**src/rtl/s2_pkg.sv**
```systemverilog
`default_nettype none
// ============================================================================
// Module : s2_pkg
// Brief  : Shared state type and tile/filter geometry for the stage-2 sequencer.
// Rev    : 1.0
// ============================================================================
package s2_pkg;

    localparam int S2_ROWS    = 8;
    localparam int S2_COLS    = 8;
    localparam int S2_CHANS   = 3;
    localparam int S2_K       = 3;
    localparam int S2_NFILT   = 4;
    localparam int S2_OUT_DIM = S2_ROWS - S2_K + 1;
    localparam int S2_NPIX    = S2_ROWS * S2_COLS * S2_CHANS;
    localparam int S2_NOUT    = S2_NFILT * S2_OUT_DIM * S2_OUT_DIM;

    typedef enum logic [2:0] {
        IDLE  = 3'd0,
        LOAD  = 3'd1,
        DRAIN = 3'd2,
        PROC  = 3'd3,
        DONE  = 3'd4
    } s2_seq_state_t;

endpackage
`default_nettype wire

```
**src/rtl/s2_addr_delay.sv**
```systemverilog
`default_nettype none
// ============================================================================
// Module : s2_addr_delay
// Brief  : RD_LAT-deep shift register aligning read strobe/coords with BRAM data.
// Rev    : 1.0
// ============================================================================
module s2_addr_delay #(
    parameter int RD_LAT = 1,
    parameter int W      = 9
) (
    input  logic         clk,
    input  logic         reset,
    input  logic [W-1:0] in_d,
    output logic [W-1:0] out_q
);

    logic [RD_LAT-1:0][W-1:0] pipe_q;
    logic [RD_LAT-1:0][W-1:0] pipe_d;

    generate
        if (RD_LAT == 1) begin : g_single
            always_comb pipe_d = in_d;
        end else begin : g_multi
            always_comb pipe_d = {pipe_q[RD_LAT-2:0], in_d};
        end
    endgenerate

    always_ff @(posedge clk or negedge reset) begin
        if (!reset) begin
            pipe_q <= '0;
        end else begin
            pipe_q <= pipe_d;
        end
    end

    assign out_q = pipe_q[RD_LAT-1];

endmodule
`default_nettype wire

```
**src/rtl/s2_sequencer.sv**
```systemverilog
`default_nettype none
// ============================================================================
// Module : s2_sequencer
// Brief  : Loads one 8x8x3 tile from BRAM, then steps filter x position index
//          with a valid/ready handshake towards the FC stage.
// Rev    : 1.0
// ============================================================================
module s2_sequencer
    import s2_pkg::*;
#(
    parameter int ROWS   = S2_ROWS,
    parameter int COLS   = S2_COLS,
    parameter int CHANS  = S2_CHANS,
    parameter int K      = S2_K,
    parameter int NFILT  = S2_NFILT,
    parameter int ADDR_W = $clog2(S2_NPIX),
    parameter int RD_LAT = 1
) (
    input  logic              clk,
    input  logic              reset,
    input  logic              data_done,
    input  logic              out_ready,
    output logic              busy,
    output logic              enable_read,
    output logic [ADDR_W-1:0] read_addr,
    output logic              wr_en,
    output logic [2:0]        row_addr,
    output logic [2:0]        col_addr,
    output logic [1:0]        cha_addr,
    output logic              data_rdy,
    output logic [1:0]        proc_dir,
    output logic [5:0]        proc_counter,
    output logic              out_valid,
    output logic              done
);

    localparam int         OUT_DIM    = ROWS - K + 1;
    localparam logic [2:0] ROW_LAST   = 3'(ROWS - 1);
    localparam logic [2:0] COL_LAST   = 3'(COLS - 1);
    localparam logic [1:0] CHA_LAST   = 2'(CHANS - 1);
    localparam logic [1:0] DIR_LAST   = 2'(NFILT - 1);
    localparam logic [5:0] CNT_LAST   = 6'(OUT_DIM * OUT_DIM - 1);
    localparam logic [1:0] DRAIN_LAST = 2'(RD_LAT - 1);

    s2_seq_state_t     state_q, state_d;
    logic [2:0]        row_q, row_d, col_q, col_d;
    logic [1:0]        cha_q, cha_d;
    logic [ADDR_W-1:0] read_addr_q, read_addr_d;
    logic              enable_read_q, enable_read_d;
    logic [1:0]        drain_q, drain_d;
    logic              data_rdy_q, data_rdy_d;
    logic [1:0]        proc_dir_q, proc_dir_d;
    logic [5:0]        proc_counter_q, proc_counter_d;
    logic              out_valid_q, out_valid_d;
    logic              done_q, done_d;
    logic              busy_q, busy_d;
    logic              pending_q, pending_d;

    logic load_last, drain_last, accept, proc_last, load_start, proc_start;
    logic [8:0] wr_bundle;

    assign load_last  = (cha_q == CHA_LAST) && (row_q == ROW_LAST) && (col_q == COL_LAST);
    assign drain_last = (drain_q == DRAIN_LAST);
    assign accept     = out_valid_q && out_ready;
    assign proc_last  = (proc_dir_q == DIR_LAST) && (proc_counter_q == CNT_LAST);
    assign load_start = (state_d == LOAD) && (state_q != LOAD);
    assign proc_start = (state_q == DRAIN) && (state_d == PROC);

    always_ff @(posedge clk or negedge reset) begin
        if (!reset) begin
            state_q        <= IDLE;
            row_q          <= '0;
            col_q          <= '0;
            cha_q          <= '0;
            read_addr_q    <= '0;
            enable_read_q  <= 1'b0;
            drain_q        <= '0;
            data_rdy_q     <= 1'b0;
            proc_dir_q     <= '0;
            proc_counter_q <= '0;
            out_valid_q    <= 1'b0;
            done_q         <= 1'b0;
            busy_q         <= 1'b0;
            pending_q      <= 1'b0;
        end else begin
            state_q        <= state_d;
            row_q          <= row_d;
            col_q          <= col_d;
            cha_q          <= cha_d;
            read_addr_q    <= read_addr_d;
            enable_read_q  <= enable_read_d;
            drain_q        <= drain_d;
            data_rdy_q     <= data_rdy_d;
            proc_dir_q     <= proc_dir_d;
            proc_counter_q <= proc_counter_d;
            out_valid_q    <= out_valid_d;
            done_q         <= done_d;
            busy_q         <= busy_d;
            pending_q      <= pending_d;
        end
    end

    always_comb begin
        state_d = state_q;
        unique case (state_q)
            IDLE:    if (data_done) state_d = LOAD;
            LOAD:    if (load_last) state_d = DRAIN;
            DRAIN:   if (drain_last) state_d = PROC;
            PROC:    if (accept && proc_last) state_d = DONE;
            DONE:    state_d = (pending_q || data_done) ? LOAD : IDLE;
            default: state_d = IDLE;
        endcase
    end

    always_comb begin
        row_d          = row_q;
        col_d          = col_q;
        cha_d          = cha_q;
        read_addr_d    = read_addr_q;
        proc_dir_d     = proc_dir_q;
        proc_counter_d = proc_counter_q;

        // Column fastest, then row, then channel; counters park on the last word.
        if (load_start) begin
            row_d       = '0;
            col_d       = '0;
            cha_d       = '0;
            read_addr_d = '0;
        end else if ((state_q == LOAD) && !load_last) begin
            read_addr_d = read_addr_q + ADDR_W'(1);
            if (col_q != COL_LAST) begin
                col_d = col_q + 3'd1;
            end else begin
                col_d = '0;
                if (row_q != ROW_LAST) begin
                    row_d = row_q + 3'd1;
                end else begin
                    row_d = '0;
                    cha_d = cha_q + 2'd1;
                end
            end
        end

        // Index holds at the last result after completion until the next tile.
        if (proc_start) begin
            proc_dir_d     = '0;
            proc_counter_d = '0;
        end else if ((state_q == PROC) && accept && !proc_last) begin
            if (proc_counter_q != CNT_LAST) begin
                proc_counter_d = proc_counter_q + 6'd1;
            end else begin
                proc_counter_d = '0;
                proc_dir_d     = proc_dir_q + 2'd1;
            end
        end

        enable_read_d = (state_d == LOAD);
        drain_d       = (state_q == DRAIN) ? drain_q + 2'd1 : '0;
        data_rdy_d    = proc_start;
        out_valid_d   = (state_d == PROC);
        done_d        = (state_d == DONE);
        busy_d        = (state_d != IDLE);

        if (state_q == DONE) begin
            pending_d = 1'b0;
        end else if ((state_q != IDLE) && data_done) begin
            pending_d = 1'b1;
        end else begin
            pending_d = pending_q;
        end
    end

    s2_addr_delay #(
        .RD_LAT (RD_LAT),
        .W      (9)
    ) u_addr_delay (
        .clk   (clk),
        .reset (reset),
        .in_d  ({enable_read_q, row_q, col_q, cha_q}),
        .out_q (wr_bundle)
    );

    assign {wr_en, row_addr, col_addr, cha_addr} = wr_bundle;

    assign busy         = busy_q;
    assign enable_read  = enable_read_q;
    assign read_addr    = read_addr_q;
    assign data_rdy     = data_rdy_q;
    assign proc_dir     = proc_dir_q;
    assign proc_counter = proc_counter_q;
    assign out_valid    = out_valid_q;
    assign done         = done_q;

endmodule
`default_nettype wire
```
**config.mk**
```make
export PLATFORM = sky130hd
export DESIGN_NAME = s2_sequencer
export DESIGN_NICKNAME = d
export VERILOG_FILES = /design/src/rtl/s2_pkg.sv /design/src/rtl/s2_addr_delay.sv /design/src/rtl/s2_sequencer.sv
export SDC_FILE = /design/constraint.sdc
export NUM_CORES = 1
export LEC_CHECK = 0
export CORE_MARGIN = 10
export CORE_UTILIZATION = 52
export DETAILED_ROUTE_END_ITERATION = 16
export PLACE_DENSITY = 0.78
export SYNTH_ARGS = -nofsm -noshare
export SYNTH_HDL_FRONTEND = slang
export SYNTH_SLANG_ARGS = --single-unit
```
**constraint.sdc**
```tcl
create_clock -name clk -period 2.3 [get_ports clk]
set_input_delay 0.46 -clock clk [delete_from_list [all_inputs] [get_ports clk]]
set_output_delay 0.46 -clock clk [all_outputs]
set_load 0.05 [all_outputs]
```
==> key figures <==
Synth
  – Mapped Cells: approximately 190
  – Synth area leader: dfrtp_1
  – Syn nets: approximately 200
  – Number of synthesized register bits: between 40 and 50
  – Yosys warnings: 0
  – Post-Syn Area per Cell: 11.0 um^2
  – Top post-synthesis cells by area: dfrtp_1 (54%), ha_1 (5.5%), nand3_1 (4.2%), mux2i_1 (2.9%), nor2_1 (2.8%)
  – Asr flop ratio synth: 100%
  – Post-synth EDFFs: 0
  – Top cell type's share of synthesized area: 53.9%
  – Most used DFF post-synth: dfrtp_1
  – Post-synth cell types: 43
  – Syn Std Cell Area: 2040 um^2
  – Sequential element share of the synthesized area: 53.9%

Critical path
  – Critical Path RT: about 1.8 ns
  – Max incr delay on CP: 0.85 ns
  – Slowest cell on crit path: clkdlybuf4s50_1
  – CP startpoint kind: flip-flop
  – Crit path max fanout: 7
  – Critical path arrival: ~1.6 ns
  – CP Cell Sequence: clkdlybuf4s50_1
  – Critical path startpoint: proc_counter[2]
  – Kind of critical path: reg -> out
  – Reg2reg start: col_q[0]
  – CP bufs+invs: 1
  – Cell class contributing the biggest share of worst-path delay: buffers and inverters
  – CP endpoint kind: output port

Route
  – Total number of vias: between 1,500 and 2,000
  – WL/cell: 15.1 um
  – Residual DRC: 0
  – Antenna-violating nets left: 0
  – DRT Pass-1 Iters: 4
  – Final WL: just over 4000 um
  – Number of vias per cell: ~5.7
  – Initial drt markers: 53

Clock network
  – Post-CTS Hold Fix Bufs: 0
  – Worst-path clk slew: 0.08 ns
  – CTS Buffer Depth: 2
  – Post-CTS sizing: 0
  – Clk_lat worst skew: 0.29 ns
  – Clock sinks: between 40 and 50
  – Clk root buf: clkbuf_8
  – Cts bufs inserted: 5
  – TritonCTS clock tree: built
  – Post-CTS setup buffers: 0
  – H-tree levels: 2

Layout
  – Area growth syn-to-layout: 23.3%
  – Non-filler instance count after layout: 274
  – Layout cell share with drive strength beyond 1: 9.73%
  – Layout Nets: 238
  – Fillers: 301
  – ANT cells: 0

Global routing
  – GRT Resource Usage Total: 12.8%
  – Vias in the first global route: about 1,500
  – Wire length of the first global-routing pass: 7000 um
  – Largest net degree at the start of global routing: 17
  – Initial antenna violation count: 0
  – Gr ovfl total: 0

Job
  – Max cap viols: 0

STA
  – Slew at the pin with the worst max-slew slack: 0.512 ns
  – Final setup violation count: 0
  – Slew Viols, Final: 0
  – Hold Fails Final Rpt: 0
  – Max_slew headroom: between 60% and 70%
  – Post-layout min period: just over 2 ns
  – Max Fclk: 0.484 GHz
  – Clk_skew: 0.00813 ns
  – Unrepaired setup endpoints after global routing: no
  – Final worst-path cycle share: around 90%
  – Setup TNS: 0 ns

Power and ir drop
  – Leak Pwr: 1.12 nW
  – Max VDD drop: 0.582 mV
  – P per Cell Area: 1180 nW/um^2

Floorplan
  – Die height: 82.7 um
  – Starting Density: 54.6%
  – I/O Pins: 34
  – Core area: 3740 um^2
  – Die W: 82.7 um
  – Row cnt: 22
  – Die area: 6840 um^2

Run status
  – Status: complete, no violations

Worst hold path
  – Hold crit path type: in -> async

Place
  – IO Port Bufs: 33
  – Post-Place Cells: 266
  – DP HPWL: 3160 um
  – Routability cong.: 0.857
-- layout make-up --
cell class	count	area (um^2)	share of cell area [%]
Sequential cell	44	1100	43.7
Multi-Input combinational cell	127	867	34.4
Timing Repair Buffer	38	363	14.4
Clock buffer	7	86.3	3.43
Tap cell	48	60.1	2.38
Inverter	9	33.8	1.34
Clock inverter	1	7.51	0.298
-- Yosys cell counts (2+ instances only) --
library cell / count
and2_1: 4
xor2_1: 2
a21oi_1: 11
inv_1: 8
or3_1: 2
buf_6: 3
nand3b_1: 5
nand2b_1: 2
nand2_1: 13
clkbuf_1: 2
nand3_1: 17
xnor2_1: 2
nand4_2: 2
a32oi_1: 2
dfrtp_1: 44
and4_1: 2
ha_1: 9
and3b_1: 2
a31oi_1: 2
nand4_1: 3
nor2_1: 15
mux2i_1: 6
o21ai_0: 5
nor3_1: 3
-- path summary, 6_finish.rpt --
kind | end | slack, ns | cells after the start
min reg2reg | u_addr_delay.out_q[8] | 0.38 | 0
min | state_q[2] | 0.05 | 1
min in group clk | u_addr_delay.out_q[8] | 0.38 | 0
max in group asynchronous | drain_q[1] | 1.74 | 2
max | proc_counter[2] | 0.23 | 1
max reg2reg | read_addr[6] | 0.39 | 6
-- cells by family after synthesis --
| group | Yosys count | synth area share, % |
|---|---|---|
| adder cells (fa/ha/maj) | 9 | 5.51 |
| AND/OR/NAND/NOR | 78 | 22.8 |
| flip-flops | 44 | 53.9 |
| AO/OA/AOI/OAI | 29 | 8.94 |
| buffers and inverters | 14 | 3.67 |
| multiplexers | 7 | 3.49 |
| XOR/XNOR | 4 | 1.71 |
-- stage by stage --
stage          power (mW)  setup WS [ns]  hold slack, ns  utilization [%]  area (um^2)
2_1_floorplan        2.07          0.376           0.164                -         2040
3_3_place_gp         2.47          0.454           0.358             64.8         2420
3_5_place_dp         2.50          0.388           0.366             64.8         2420
4_1_cts              3.00          0.226          0.0527             67.3         2520
5_1_grt              3.16          0.160          0.0614             67.3         2520
6_report             2.98          0.234          0.0465             67.3         2520
-- placed cells by master (no fill, tap or decap), types with 3 or more instances in the layout --
cell type        instances
nand3b_1                 5
nor3_1                   3
nand4_1                  3
a21oi_1                 11
mux2i_1                  6
and2_1                   4
nand3_1                 17
nand2_1                 13
ha_1                     9
inv_1                    8
o21ai_0                  5
nor2_1                  15
dfrtp_1                 44
clkbuf_8                 6
clkdlybuf4s50_1         32
buf_4                    5
-- registers in the layout (all words and copies together), names as in the netlist --
name and count:
u_addr_delay.out_q 9, read_addr 8, proc_counter 6, col_q 3, row_q 3, state_q 3
cha_q 2, drain_q 2, proc_dir 2, busy 1, data_rdy 1, done 1
enable_read 1, out_valid 1, pending_q 1
-- worst register-to-register path, delay by kind of cell (launching register included) --
family	cells	cell delay (ns)
compound gates	1	0.14
simple gates	3	0.82
flops	1	0.41
fa+ha+maj	2	0.48
-- power by group --
part / switching, mW / leakage, nW / internal, mW
registers: 0.171 / 0.563 / 0.983
logic: 0.845 / 0.514 / 0.480
clock network: 0.251 / 0.0445 / 0.244
-- routing by layer --
metal | routed length (um) | part of all wire [%] | track usage [%] | vias up
li1 | - | - | - | 747
met5 | 0 | 0 | 0 | -
met2 | 2010 | 48 | 20.1 | 43
met4 | 74 | 1.8 | 5.02 | 0
met1 | 1730 | 42 | 16.2 | 763
met3 | 326 | 7.9 | 4.10 | 9
Power figures use the tool's default switching activity.
